File: config.mk
export PLATFORM = sky130hd
export DESIGN_NAME = count_window_ctrl
export DESIGN_NICKNAME = d
export VERILOG_FILES = /design/src/rtl/count_window_pkg.sv /design/src/rtl/tick_prescaler.sv /design/src/rtl/count_window_ctrl.sv
export SDC_FILE = /design/constraint.sdc
export NUM_CORES = 1
export LEC_CHECK = 0
export CAP_MARGIN = 20
export CORE_MARGIN = 1.5
export CORE_UTILIZATION = 45
export CTS_BUF_LIST = sky130_fd_sc_hd__clkbuf_16
export DETAILED_ROUTE_END_ITERATION = 8
export PLACE_DENSITY = 0.7
export SYNTH_ARGS = -nofsm -noshare
export SYNTH_HDL_FRONTEND = slang
export SYNTH_SLANG_ARGS = --single-unit
File: constraint.sdc
create_clock -name clk -period 4.4 [get_ports clk]
set_input_delay 1.1 -clock clk [delete_from_list [all_inputs] [get_ports clk]]
set_output_delay 1.1 -clock clk [all_outputs]
set_load 0.01 [all_outputs]
File: src/rtl/count_window_pkg.sv
// Shared types and default widths for the count-window controller.
package count_window_pkg;

    localparam int unsigned CNT_W_DEF = 6;
    localparam int unsigned DIV_W_DEF = 4;

    typedef enum logic [1:0] {
        ST_IDLE = 2'd0,
        ST_RUN  = 2'd1,
        ST_DONE = 2'd2
    } state_e;

endpackage

File: src/rtl/tick_prescaler.sv
// Divides clk into one tick every (div+1) cycles; the phase restarts on clr.
module tick_prescaler
    import count_window_pkg::*;
#(
    parameter int unsigned DIV_W = DIV_W_DEF
) (
    input  logic             clk,
    input  logic             rst_n,
    input  logic             clr,
    input  logic             en,
    input  logic [DIV_W-1:0] div,
    output logic             tick_c
);

    logic [DIV_W-1:0] cnt_q;

    // The tick stays combinational so the controller can act on it in the same cycle.
    assign tick_c = en & (cnt_q == div);

    always_ff @(posedge clk or negedge rst_n) begin
        if (!rst_n) begin
            cnt_q <= '0;
        end else if (clr) begin
            cnt_q <= '0;
        end else if (en) begin
            cnt_q <= tick_c ? '0 : cnt_q + DIV_W'(1);
        end
    end

endmodule

File: src/rtl/count_window_ctrl.sv
// Runs one parity-classified tick-count window per command and returns
// the even/odd totals through a valid/ready result port.
module count_window_ctrl
    import count_window_pkg::*;
#(
    parameter int unsigned CNT_W = CNT_W_DEF,
    parameter int unsigned DIV_W = DIV_W_DEF
) (
    input  logic             clk,
    input  logic             rst_n,
    input  logic             cmd_valid,
    output logic             cmd_ready,
    input  logic [CNT_W-1:0] cmd_len,
    input  logic [DIV_W-1:0] cmd_div,
    input  logic             abort,
    output logic             busy,
    output logic             res_valid,
    input  logic             res_ready,
    output logic [CNT_W-1:0] res_even,
    output logic [CNT_W-1:0] res_odd,
    output logic             res_aborted
);

    state_e           state_q, state_d;
    logic [CNT_W-1:0] len_q, len_d;
    logic [DIV_W-1:0] div_q, div_d;
    logic [CNT_W-1:0] idx_q, idx_d;
    logic [CNT_W-1:0] even_q, even_d;
    logic [CNT_W-1:0] odd_q, odd_d;
    logic [CNT_W-1:0] res_even_d, res_odd_d;
    logic             res_aborted_d;
    logic             cmd_ready_d, busy_d, res_valid_d;
    logic             accept;
    logic             run;
    logic             tick_c;
    logic             last_tick;

    assign accept    = cmd_valid & cmd_ready;
    assign run       = (state_q == ST_RUN);
    assign last_tick = (idx_q == len_q - CNT_W'(1));

    tick_prescaler #(
        .DIV_W (DIV_W)
    ) u_prescaler (
        .clk    (clk),
        .rst_n  (rst_n),
        .clr    (accept),
        .en     (run),
        .div    (div_q),
        .tick_c (tick_c)
    );

    // Next-state and next-output logic.
    always_comb begin
        state_d       = state_q;
        len_d         = len_q;
        div_d         = div_q;
        idx_d         = idx_q;
        even_d        = even_q;
        odd_d         = odd_q;
        res_even_d    = res_even;
        res_odd_d     = res_odd;
        res_aborted_d = res_aborted;

        case (state_q)
            ST_IDLE: begin
                if (accept) begin
                    len_d         = cmd_len;
                    div_d         = cmd_div;
                    idx_d         = '0;
                    even_d        = '0;
                    odd_d         = '0;
                    res_even_d    = '0;
                    res_odd_d     = '0;
                    res_aborted_d = 1'b0;
                    state_d       = (cmd_len == '0) ? ST_DONE : ST_RUN;
                end
            end
            ST_RUN: begin
                // Abort takes priority, so a coincident tick is dropped.
                if (abort) begin
                    state_d       = ST_DONE;
                    res_even_d    = even_q;
                    res_odd_d     = odd_q;
                    res_aborted_d = 1'b1;
                end else if (tick_c) begin
                    if (idx_q[0]) begin
                        odd_d = odd_q + CNT_W'(1);
                    end else begin
                        even_d = even_q + CNT_W'(1);
                    end
                    idx_d = idx_q + CNT_W'(1);
                    if (last_tick) begin
                        state_d       = ST_DONE;
                        res_even_d    = even_d;
                        res_odd_d     = odd_d;
                        res_aborted_d = 1'b0;
                    end
                end
            end
            ST_DONE: begin
                if (res_ready) begin
                    state_d       = ST_IDLE;
                    res_even_d    = '0;
                    res_odd_d     = '0;
                    res_aborted_d = 1'b0;
                end
            end
            default: begin
                state_d = ST_IDLE;
            end
        endcase

        cmd_ready_d = (state_d == ST_IDLE);
        busy_d      = (state_d != ST_IDLE);
        res_valid_d = (state_d == ST_DONE);
    end

    // State, datapath and output registers.
    always_ff @(posedge clk or negedge rst_n) begin
        if (!rst_n) begin
            state_q     <= ST_IDLE;
            len_q       <= '0;
            div_q       <= '0;
            idx_q       <= '0;
            even_q      <= '0;
            odd_q       <= '0;
            cmd_ready   <= 1'b0;
            busy        <= 1'b0;
            res_valid   <= 1'b0;
            res_even    <= '0;
            res_odd     <= '0;
            res_aborted <= 1'b0;
        end else begin
            state_q     <= state_d;
            len_q       <= len_d;
            div_q       <= div_d;
            idx_q       <= idx_d;
            even_q      <= even_d;
            odd_q       <= odd_d;
            cmd_ready   <= cmd_ready_d;
            busy        <= busy_d;
            res_valid   <= res_valid_d;
            res_even    <= res_even_d;
            res_odd     <= res_odd_d;
            res_aborted <= res_aborted_d;
        end
    end

endmodule

== Yosys cells after proc, flatten, opt, wreduce, memory -nomap -nowiden ==
Index checks and enable logic that the tools add are counted.
Word-level totals
  flip-flop bits (word level): 50
  logic and storage cells: 78
  bits of input ports: 15
  output and inout bits: 16
Operators by class
  add/sub/neg operators: 5
  eq/ne operators: 11
  reductions and logical operators: 10
  bitwise logic cells: 2
  muxes and demuxes: 37
Operators with widths (number)
  6-bit 2-to-1 mux: 16
  6-bit one-hot mux with 2 select lines: 3
  6-bit one-hot mux with 3 select lines: 2
  6-bit by 1-bit adder with 6-bit output (second input constant): 3
  2-bit 2-to-1 mux: 6
  4-bit 2-to-1 mux: 3
  2-bit != test (second input constant): 4
  6-bit == test: 1
  6-bit logical NOT: 1
  3-bit != test (second input constant): 2
  2-bit one-hot mux with 3 select lines: 1
  2-bit nonzero test: 3
  6-bit by 1-bit subtractor with 6-bit output (second input constant): 1
  1-bit 2-to-1 mux: 5
  5-bit AND reduction: 1
  4-bit by 1-bit adder with 4-bit output (second input constant): 1
  2-bit == test (second input constant): 2
  4-bit == test: 1
  2-bit logical NOT: 2
  4-bit AND reduction: 1
  1-bit one-hot mux with 3 select lines: 1
  3-bit nonzero test: 1
  1-bit AND: 2
  2-bit by 1-bit == test with 1-bit output (second input constant): 1
  2-bit AND reduction: 1

== Depth between registers and ports, before layout ==
Gate-level depths: netlist of the first run.
  depth after elaboration: 7
  depth in mapped cells: 8
  depth with buffers taken out: 7

== Hierarchy ==
A second synthesis of the first run with hierarchy kept.
Second synthesis, totals
  cell total of the unflattened synthesis: 275
  area, all modules: 2718.9 um2
Modules (own cells, without submodules)
  count_window_ctrl: cells each 249, times used 1, sequential area each 1151.1 um2, area an instance 2448.6 um2
  tick_prescaler: cells each 26, times used 1, sequential area each 100.1 um2, area an instance 270.3 um2

== Worst setup path after synthesis of the first run ==
OpenSTA, ideal clock, no wires.
  path kind: in2reg
  start point: in abort
  end point: reg even_q[5]
  slack: 1787 ps
  stages on the path: 6
  library setup time: 104 ps
  arrival: 2509 ps
  required time: 4296 ps
  path buffers: 2
  cells stage by stage: clkbuf_1 -> nor3b_2 -> nor2_1 -> or3_1 -> buf_2 -> o41ai_2
On the way
  word-level cells in the longest chain between the ends: 2
RTL lines
  start, declared: line count_window_ctrl.sv:15  | input logic abort,
  2-bit != test (no line)
  4-bit AND reduction (no line)
  end signal, assigned: line count_window_ctrl.sv:139  | even_q <= even_d;
  end, declared: line count_window_ctrl.sv:28  | logic [CNT_W-1:0] even_q, even_d;
Every way passes these cells.
A chain may end at the register's enable or synchronous reset.

== Worst setup path in the final report of the first run ==
  start point: in abort
  end point: reg odd_q[5]
On the way
  word-level cells in the longest chain between the ends: 2
RTL lines
  2-bit != test (no line)
  4-bit AND reduction (no line)
  end signal, assigned: line count_window_ctrl.sv:127  | odd_q <= '0;
  end signal, assigned: line count_window_ctrl.sv:140  | odd_q <= odd_d;
  end, declared: line count_window_ctrl.sv:29  | logic [CNT_W-1:0] odd_q, odd_d;
Every way passes these cells.

==> results of run 1 <==
flip-flops by register name, summed over array words and instances, names as in the netlist:
name	count
state_q	2
busy	1
res_odd	6
res_aborted	1
cmd_ready	1
idx_q	6
res_even	6
len_q	6
even_q	6
u_prescaler.cnt_q	4
res_valid	1
div_q	4
odd_q	6
synthesized netlist by cell type (all sizes together) (5+ instances only):
master  instances
a21o            6
a21oi           8
a311o           9
and2            7
buf             6
clkbuf         16
dfrtp          50
ha              5
mux2            8
nand2          35
nand2b          5
nand4          12
nor2           25
nor3            8
nor4           13
o211ai         10
o21ai          15
o31ai           5
o41ai           8
xnor2          19
xor2            5
metal layers:
metal  global-route usage, %  wire length, um
met4                    4.40               19
met5                       0                0
met2                    31.3             3260
met3                    2.56              330
met1                    30.2             3380
worst max-delay path: cells and delay by family:
kind	cells	cell delay (ps)
AOI/OAI and AO/OA	1	370
buffers and inverters	2	610
and+or+nand+nor	3	940
final cells by class:
cell class,count,area (sq um)
clock buffers,5,125
clock inverters,3,16.3
fillers,576,2860
inverters,4,15.0
multi-input cells,242,1650
flip-flops and latches,50,1250
well taps,77,96.3
repair buffers,38,368
power breakdown:
group	total [mW]	internal (mW)	switching, mW	leakage [nW]
clock network	0.379	0.208	0.171	0.0672
logic	0.863	0.355	0.508	0.640
registers	0.715	0.565	0.150	0.666
total	1.96	1.13	0.829	1.37
cell families (layout without fill, tap and decap cells):
| family | after synthesis | in the layout |
|---|---|---|
| flops | 50 | 50 |
| mux | 9 | 9 |
| buf+inv | 26 | 50 |
| compound gates | 80 | 80 |
| simple gates | 124 | 124 |
| fa+ha+maj | 5 | 5 |
| xor+xnor | 24 | 24 |
worst paths after layout:
check / cells after the start / to / slack, ps / start
min: 1 / res_even[1]$_DFFE_PN0P_ / 500 / res_even[1]$_DFFE_PN0P_
min reg2reg: 1 / res_even[1]$_DFFE_PN0P_ / 500 / res_even[1]$_DFFE_PN0P_
max in group asynchronous: 2 / even_q[1]$_DFFE_PN0P_ / 3100 / rst_n
max: 6 / odd_q[5]$_DFFE_PN0P_ / 1550 / abort
max reg2reg: 5 / res_even[0]$_DFFE_PN0P_ / 1620 / idx_q[0]$_DFFE_PN0P_
min in group asynchronous: 1 / u_prescaler.cnt_q[3]$_DFFE_PN0P_ / 760 / rst_n
==> impl_metrics.tcl, run 1 <==
set metrics [dict create \
    status "complete, no violations" \
    start_util_pct 47.0 \
    synth_seq_cells 50 \
    critPathSlowestCell "or3_1" \
    setup_tns_ps 0 \
    row_count 29 \
    critPathMaxStageDelay_ps 570 \
    drt_pre_antenna_iters 4 \
    fp.dieW_um 84.7 \
    drive_gt1_share_pct 9.65 \
    cp-start-kind "input port" \
    synth_edf_count 0 \
    nets 361 \
    worstPathArrival_ps 3030 \
    clock_path_buffers 2 \
    min_period_over_period_pct 64.7 \
    place_ws_ps 1280 \
    grtUsageTotal_pct 20.2 \
    postCtsHoldBufs 0 \
    synthMuxAreaShare_pct 3.34 \
    final_util_pct 55.2 \
    cts.clk_slew.worst_paths_ps 70 \
    cts-buffers-inserted 5 \
    synth_top_family_by_area "simple AND/OR/NAND/NOR gates" \
    yosys.area.top_type "dfrtp_1" \
    relSlewSlack_pct 29.7 \
    p_total_mw 1.96 \
    vias 2536 \
    syn_area_sq_um 3000 \
    synth_cells 318 \
    coreArea_sq_um 6390 \
    async_flop_share_pct 100 \
    num_antenna_cells 0 \
    dp_hpwl_mm 4.88 \
    clockRootBuffer "clkbuf_16" \
    cts.sinks 50 \
    seq_area_frac_synth_pct 41.7 \
    avgSynthCellArea_sq_um 9.44 \
    drt-total-wl_mm 6.98 \
    dieArea_sq_um 7170 \
    cp_cell_sequence "clkdlybuf4s50_1 > buf_4 > nor3b_2 > nor2_1 > or3_1 > o41ai_2" \
    p_leak_nw 1.37 \
    synth_compound_area_share_pct 20.7 \
    final_cell_area_sq_um 3520 \
    io_buffer_count 30 \
    clk_latency_ps 290 \
    drc_errors 0 \
    endpoint_kind "flop" \
    routabilityCongestion 0.799 \
    ios 31 \
    ant_nets 0 \
    fin_crit_ps 2850 \
    powerDensity_nw_per_um2 555 \
    maxCapViolations 0 \
    yosys.area_share.simple_pct 21.4 \
    critPathRequiredTime_ps 4580 \
    fin_cells 419 \
    hold_class "reg -> reg" \
    area_delta_synth_final_pct 17.4 \
    final-hold-violation-count 0 \
    antenna_found_initial 0 \
    avgViaCountPerCell 6.05 \
    synth_nets 338 \
    wl_per_cell_um 16.7 \
    synthAdderAreaFrac_pct 2.09 \
    slew_viol_final 0 \
    rsz0062_at_grt "false" \
    cts_tree "yes" \
    grt_first_pass_wirelength_mm 11.6 \
    final_common_cell "dfrtp_1" \
    die_y_um 84.7 \
    grt_pass1_vias 2325 \
    synth-xor-area-share_pct 7.01 \
    h-tree-depth 2 \
    grt_overflow_total 0 \
    setup_viol 0 \
    grt_max_degree 33 \
    layout_setup_ws_ps 1550 \
    skew_ps 6.77 \
    critPathKind "in -> reg" \
    ys.flop_type "dfrtp_1" \
    critPathMaxFanout 26 \
    postCtsResizedCells 0 \
    dp_cells 411 \
    cts_setup_buffers 0 \
    place_area_sq_um 3380 \
    ys_types 52 \
    max_clock_freq_mhz 351 \
    synth_top_area_share_pct 41.7 \
    netlist_top_cells_area "dfrtp_1 (42%), xnor2_1 (5.5%), nand2_1 (4.4%)" \
    tightest_slew_ps 1050 \
    drt_iter0_markers 131 \
    ir_drop_mv 0.345 \
    holdWs_ps 504 \
    yosys_warnings 0 \
    layout_common_cells "dfrtp_1 (50), nand2_1 (35), clkdlybuf4s50_1 (29), nor2_1 (25), xnor2_1 (19)" \
]
Note: power is estimated with default switching activity, not from simulation.
==> run 2, diff against run 1 <==
==> constraint.sdc (replaced) <==
create_clock -name clk -period 2.7 [get_ports clk]
set_input_delay 0.675 -clock clk [delete_from_list [all_inputs] [get_ports clk]]
set_output_delay 0.675 -clock clk [all_outputs]
set_load 0.01 [all_outputs]
==> run 2 against run 1 <==
  * Non-clock buffer count grew 2
  * Critical path depth did not move
  * Sequential share of layout area is 0.20 points lower
  * Power increased by 65%
  * Core utilization increased by 0.31 points
  * Wire length barely moved
  * Largest cell class unchanged
  * Clock power grew 67%
  * Cell area grew 0.57%
  * Count of clock-buffer cells in the layout stayed put
  * Sequential power rose by 59%
  * Clock skew about the same
  * Critical path type is now reg -> reg
  * Worst hold slack worse by 140 ps
==> impl_metrics.tcl, run 2 (same netlist as run 1, synthesis figures left out) <==
set metrics [dict create \
    multi_input_area_sq_um 1650 \
    max_clock_freq_mhz 406 \
    coreArea_sq_um 6390 \
    dp_hpwl_mm 4.86 \
    postCtsResizedCells 0 \
    p_total_mw 3.22 \
    antenna_found_initial 0 \
    relSlewSlack_pct 42.6 \
    setup_tns_ps 0 \
    fin_crit_ps 2460 \
    endpoint_kind "flop" \
    critPathSlowestCell "or4_4" \
    cts_setup_buffers 0 \
    dp_cells 413 \
    grt_pass1_vias 2453 \
    regArea_sq_um 1250 \
    ir_drop_mv 0.801 \
    avgViaCountPerCell 6.07 \
    final_common_cell "dfrtp_1" \
    cts_tree "yes" \
    critPathRequiredTime_ps 2870 \
    drt_iter0_markers 178 \
    cp.buffers_inverters 1 \
    die_y_um 84.7 \
    clock_path_buffers 2 \
    drc_errors 0 \
    nets 363 \
    postCtsHoldBufs 0 \
    start_util_pct 47.0 \
    vias 2554 \
    slew_viol_final 0 \
    area_delta_synth_final_pct 18.1 \
    drive_gt1_share_pct 10.5 \
    powerDensity_nw_per_um2 909 \
    hold_class "in -> async" \
    status "complete, no violations" \
    drt-total-wl_mm 6.98 \
    fin_cells 421 \
    grt_first_pass_wirelength_mm 12.0 \
    fp.dieW_um 84.7 \
    ios 31 \
    clockRootBuffer "clkbuf_16" \
    tightest_slew_ps 855 \
    critPathKind "reg -> reg" \
    grt_overflow_total 0 \
    final-hold-violation-count 0 \
    fill_cells 563 \
    io_buffer_count 30 \
    cts.sinks 50 \
    maxCapViolations 0 \
    dieArea_sq_um 7170 \
    critical_path.top_delay_family "compound AO/OA/AOI/OAI gates" \
    setup_viol 0 \
    h-tree-depth 2 \
    p_leak_nw 1.39 \
    ant_nets 0 \
    min_period_over_period_pct 91.2 \
    layout_common_cells "dfrtp_1 (50), nand2_1 (35), clkdlybuf4s50_1 (29), nor2_1 (25), xnor2_1 (19)" \
    worstPathArrival_ps 2630 \
    rsz0062_at_grt "false" \
    grt_max_degree 51 \
    critPathMaxFanout 16 \
    row_count 29 \
    critPathMaxStageDelay_ps 550 \
    clk_latency_ps 290 \
    skew_ps 6.82 \
    wl_per_cell_um 16.6 \
    drt_pre_antenna_iters 5 \
    cp_cell_sequence "or4_4 > o21a_1 > o2111ai_2 > buf_4 > nor4_1 > a311o_1" \
    cts-buffers-inserted 5 \
    routabilityCongestion 0.839 \
    cts.clk_slew.worst_paths_ps 70 \
    grtUsageTotal_pct 20.6 \
    cp-start-kind "flop" \
    num_antenna_cells 0 \
]
run 2: cell types whose count changed in the layout (fill, tap and decap cells not counted), sizes merged:
| cell | previous run | this run |
|---|---|---|
| buf | 9 | 11 |
run 2: through the flow:
stage	setup slack [ps]	utilization, %	hold slack, ps	area [sq um]
finish	238	55.5	364	3540
global route	127	55.5	393	3540
CTS	241	55.5	373	3540
detailed placement	121	53.2	500	3400
global placement	135	53.2	504	3400
floorplan	512	-	379	3000
run 2: path summary, 6_finish.rpt:
check	start	end	slack, ps	cells past startpoint
worst max-delay path	len_q[0]$_DFFE_PN0P_	res_odd[4]$_DFFE_PN0P_	240	6
worst min-delay path	rst_n	div_q[1]$_DFFE_PN0P_	360	2
worst max register to register	len_q[0]$_DFFE_PN0P_	res_odd[4]$_DFFE_PN0P_	240	6
worst min register to register	res_even[1]$_DFFE_PN0P_	res_even[1]$_DFFE_PN0P_	510	1
max in group asynchronous	rst_n	res_even[4]$_DFFE_PN0P_	2110	2
min in group clk	res_even[1]$_DFFE_PN0P_	res_even[1]$_DFFE_PN0P_	510	1
run 2: metal layers:
| layer | GRT usage (%) | vias up | routed length [um] |
|---|---|---|---|
| li1 | - | 1239 | - |
| met1 | 29.5 | 1237 | 3330 |
| met2 | 32.6 | 71 | 3210 |
| met3 | 2.95 | 7 | 360 |
| met4 | 6.16 | 0 | 80 |
| met5 | 0 | - | 0 |
run 2: layout make-up:
cell class	count	area share, %
Clock buffer	5	3.53
Clock inverter	3	0.600
Inverter	4	0.424
Multi-Input combinational cell	242	46.6
Sequential cell	50	35.3
Tap cell	77	2.72
Timing Repair Buffer	40	10.8
run 2: report_power, final:
part	total [mW]	switching, mW	internal, mW
clock	0.632	0.289	0.344
combinational	1.45	0.871	0.583
sequential	1.14	0.216	0.921
==> run 3, diff against run 2 <==
--- a/config.mk
+++ b/config.mk
@@ -13,4 +13,5 @@
 export PLACE_DENSITY = 0.7
 export SYNTH_ARGS = -nofsm -noshare
 export SYNTH_HDL_FRONTEND = slang
+export SYNTH_HIERARCHICAL = 1
 export SYNTH_SLANG_ARGS = --single-unit
==> run 3 against run 2 <==
  * Combinational power shrank 17%
  * Highest routed layer unchanged
  * Synthesized cell count shrank 14%
  * Sequential share of layout area grew 3.3 points
  * Global-route usage shrank 2.2 points
  * Clock power shrank 4.3%
  * Critical path type unchanged
==> impl_metrics.tcl, run 3 <==
set metrics [dict create \
    status "complete, no violations" \
    min_period_over_period_pct 85.3 \
    final-hold-violation-count 0 \
    holdWs_ps 380 \
    grt_first_pass_wirelength_mm 9.31 \
    fill_cells 513 \
    layout_common_cells "dfrtp_1 (50), nand2_1 (29), clkdlybuf4s50_1 (29), o21ai_0 (21), nor2_1 (20)" \
    final_common_cell "dfrtp_1" \
    grtUsageTotal_pct 18.4 \
    max_clock_freq_mhz 434 \
    antenna_found_initial 0 \
    postCtsHoldBufs 0 \
    routabilityCongestion 0.812 \
    ys.flop_type "dfrtp_1" \
    clk_latency_ps 280 \
    async_flop_share_pct 100 \
    syn_area_sq_um 2720 \
    seq_area_frac_synth_pct 46.0 \
    critPathKind "reg -> reg" \
    regArea_sq_um 1250 \
    drive_gt1_share_pct 12.6 \
    drt-total-wl_mm 5.66 \
    clockRootBuffer "clkbuf_16" \
    setup_tns_ps 0 \
    cts.clk_slew.worst_paths_ps 70 \
    multi_input_area_sq_um 1310 \
    skew_ps 3.02 \
    endpoint_kind "flop" \
    drt_pre_antenna_iters 4 \
    netlist_top_cells_area "dfrtp_1 (46%), mux2_2 (5.0%), nand2_1 (4.0%)" \
    grt_max_degree 30 \
    synth_cells 275 \
    die_y_um 80.7 \
    p_total_mw 2.97 \
    tightest_slew_ps 564 \
    avgSynthCellArea_sq_um 9.89 \
    rsz0062_at_grt "false" \
    synth_top_area_share_pct 46.0 \
    fp.dieW_um 80.7 \
    p_leak_nw 1.35 \
    worstPathArrival_ps 2490 \
    synth_seq_cells 50 \
    clock_path_buffers 2 \
    postCtsResizedCells 0 \
    critPathRequiredTime_ps 2890 \
    dieArea_sq_um 6520 \
    cts.sinks 50 \
    ys_types 52 \
    relSlewSlack_pct 62.4 \
    startpoint "u_prescaler/cnt_q[2]$_DFFE_PN0P_" \
    critPathMaxFanout 9 \
    ios 31 \
    maxCapViolations 0 \
    synth_most_common_cell "dfrtp_1" \
    drt_iter0_markers 135 \
    row_count 28 \
    hold_class "in -> async" \
    ant_nets 0 \
    yosys_warnings 6 \
    cp-start-kind "flop" \
    h-tree-depth 2 \
    fin_crit_ps 2300 \
    slew_viol_final 0 \
    nets 329 \
    avgViaCountPerCell 5.60 \
    cts_tree "yes" \
    wl_per_cell_um 14.7 \
    reg2reg_from "u_prescaler/cnt_q[2]$_DFFE_PN0P_" \
    yosys.area.top_type "dfrtp_1" \
    dp_hpwl_mm 4.05 \
    vias 2150 \
    powerDensity_nw_per_um2 916 \
    grt_pass1_vias 2052 \
    drc_errors 0 \
    area_delta_synth_final_pct 19.2 \
    coreArea_sq_um 5890 \
    cts-buffers-inserted 5 \
    ir_drop_mv 0.387 \
    start_util_pct 46.2 \
    io_buffer_count 30 \
    synth_nets 295 \
    synth_edf_count 0 \
    setup_viol 0 \
    cts_setup_buffers 0 \
    grt_overflow_total 0 \
    reg2reg_slack_ps 400 \
    num_antenna_cells 0 \
    yosys-top-cells-count "dfrtp_1 (50), nand2_1 (29), o21ai_0 (21)" \
]
run 3: cell types whose count changed after synthesis, moves of 8 or more:
cell | before | now
nor4_1 | 13 | 1
xnor2_1 | 19 | 10
a311o_1 | 9 | 0
clkbuf_1 | 16 | 5
o211ai_1 | 10 | 2
o21ai_0 | 12 | 21
inv_1 | 4 | 14
nand4_1 | 12 | 4
run 3: layout make-up:
type | instances | share of cell area (%)
multi-input combinational | 196 | 40.4
sequential | 50 | 38.6
timing repair buffer | 41 | 12.0
clock buffer | 5 | 3.86
tap | 75 | 2.90
inverter | 15 | 1.74
clock inverter | 2 | 0.463
run 3: worst paths after layout:
| check | end | depth (start not counted) |
|---|---|---|
| min | even_q[4]$_DFFE_PN0P_ | 1 |
| min reg2reg | odd_q[5]$_DFFE_PN0P_ | 1 |
| min in group clk | odd_q[5]$_DFFE_PN0P_ | 1 |
| max reg2reg | res_even[4]$_DFFE_PN0P_ | 8 |
| max in group asynchronous | len_q[4]$_DFFE_PN0P_ | 2 |
| max | res_even[4]$_DFFE_PN0P_ | 8 |
run 3: routing by layer:
metal / global-route usage (%) / wire length [um] / up-vias
li1: - / - / 1037
met1: 25.3 / 2770 / 1057
met2: 29.4 / 2610 / 47
met3: 3.37 / 187 / 9
met4: 6.03 / 85 / 0
met5: 0 / 0 / -
run 3: cells by family (layout without fill, tap and decap cells):
kind of cell	after synthesis	count (layout)	share of synthesized area [%]
compound gates	61	61	14.6
fa+ha+maj	5	5	2.30
flops	50	50	46.0
xor+xnor	21	21	6.76
simple gates	92	92	17.4
buf+inv	29	63	5.84
mux	17	17	6.99
run 3: worst max-delay path: stages, from the launching register on:
cell and delay (ps):
dfrtp_1 420, xor2_1 200, nor4_2 350, and2_1 200, o2111ai_1 150, nand2_1 120
and3_1 280, buf_4 220, mux2i_1 270
run 3: power by group:
part	leakage, nW	switching, mW	internal (mW)
sequential	0.662	0.223	0.943
combinational	0.627	0.613	0.583
clock	0.0619	0.267	0.338
total	1.35	1.10	1.86
run 3: through the flow:
stage          util [%]  area (sq um)  cells  worst slack [ps]
2_1_floorplan         -          2720    275               429
3_3_place_gp       52.7          3100    377               313
3_5_place_dp       52.7          3100    377               238
4_1_cts            55.1          3240    384               434
5_1_grt            55.1          3240    384               302
6_report           55.1          3240    384               396
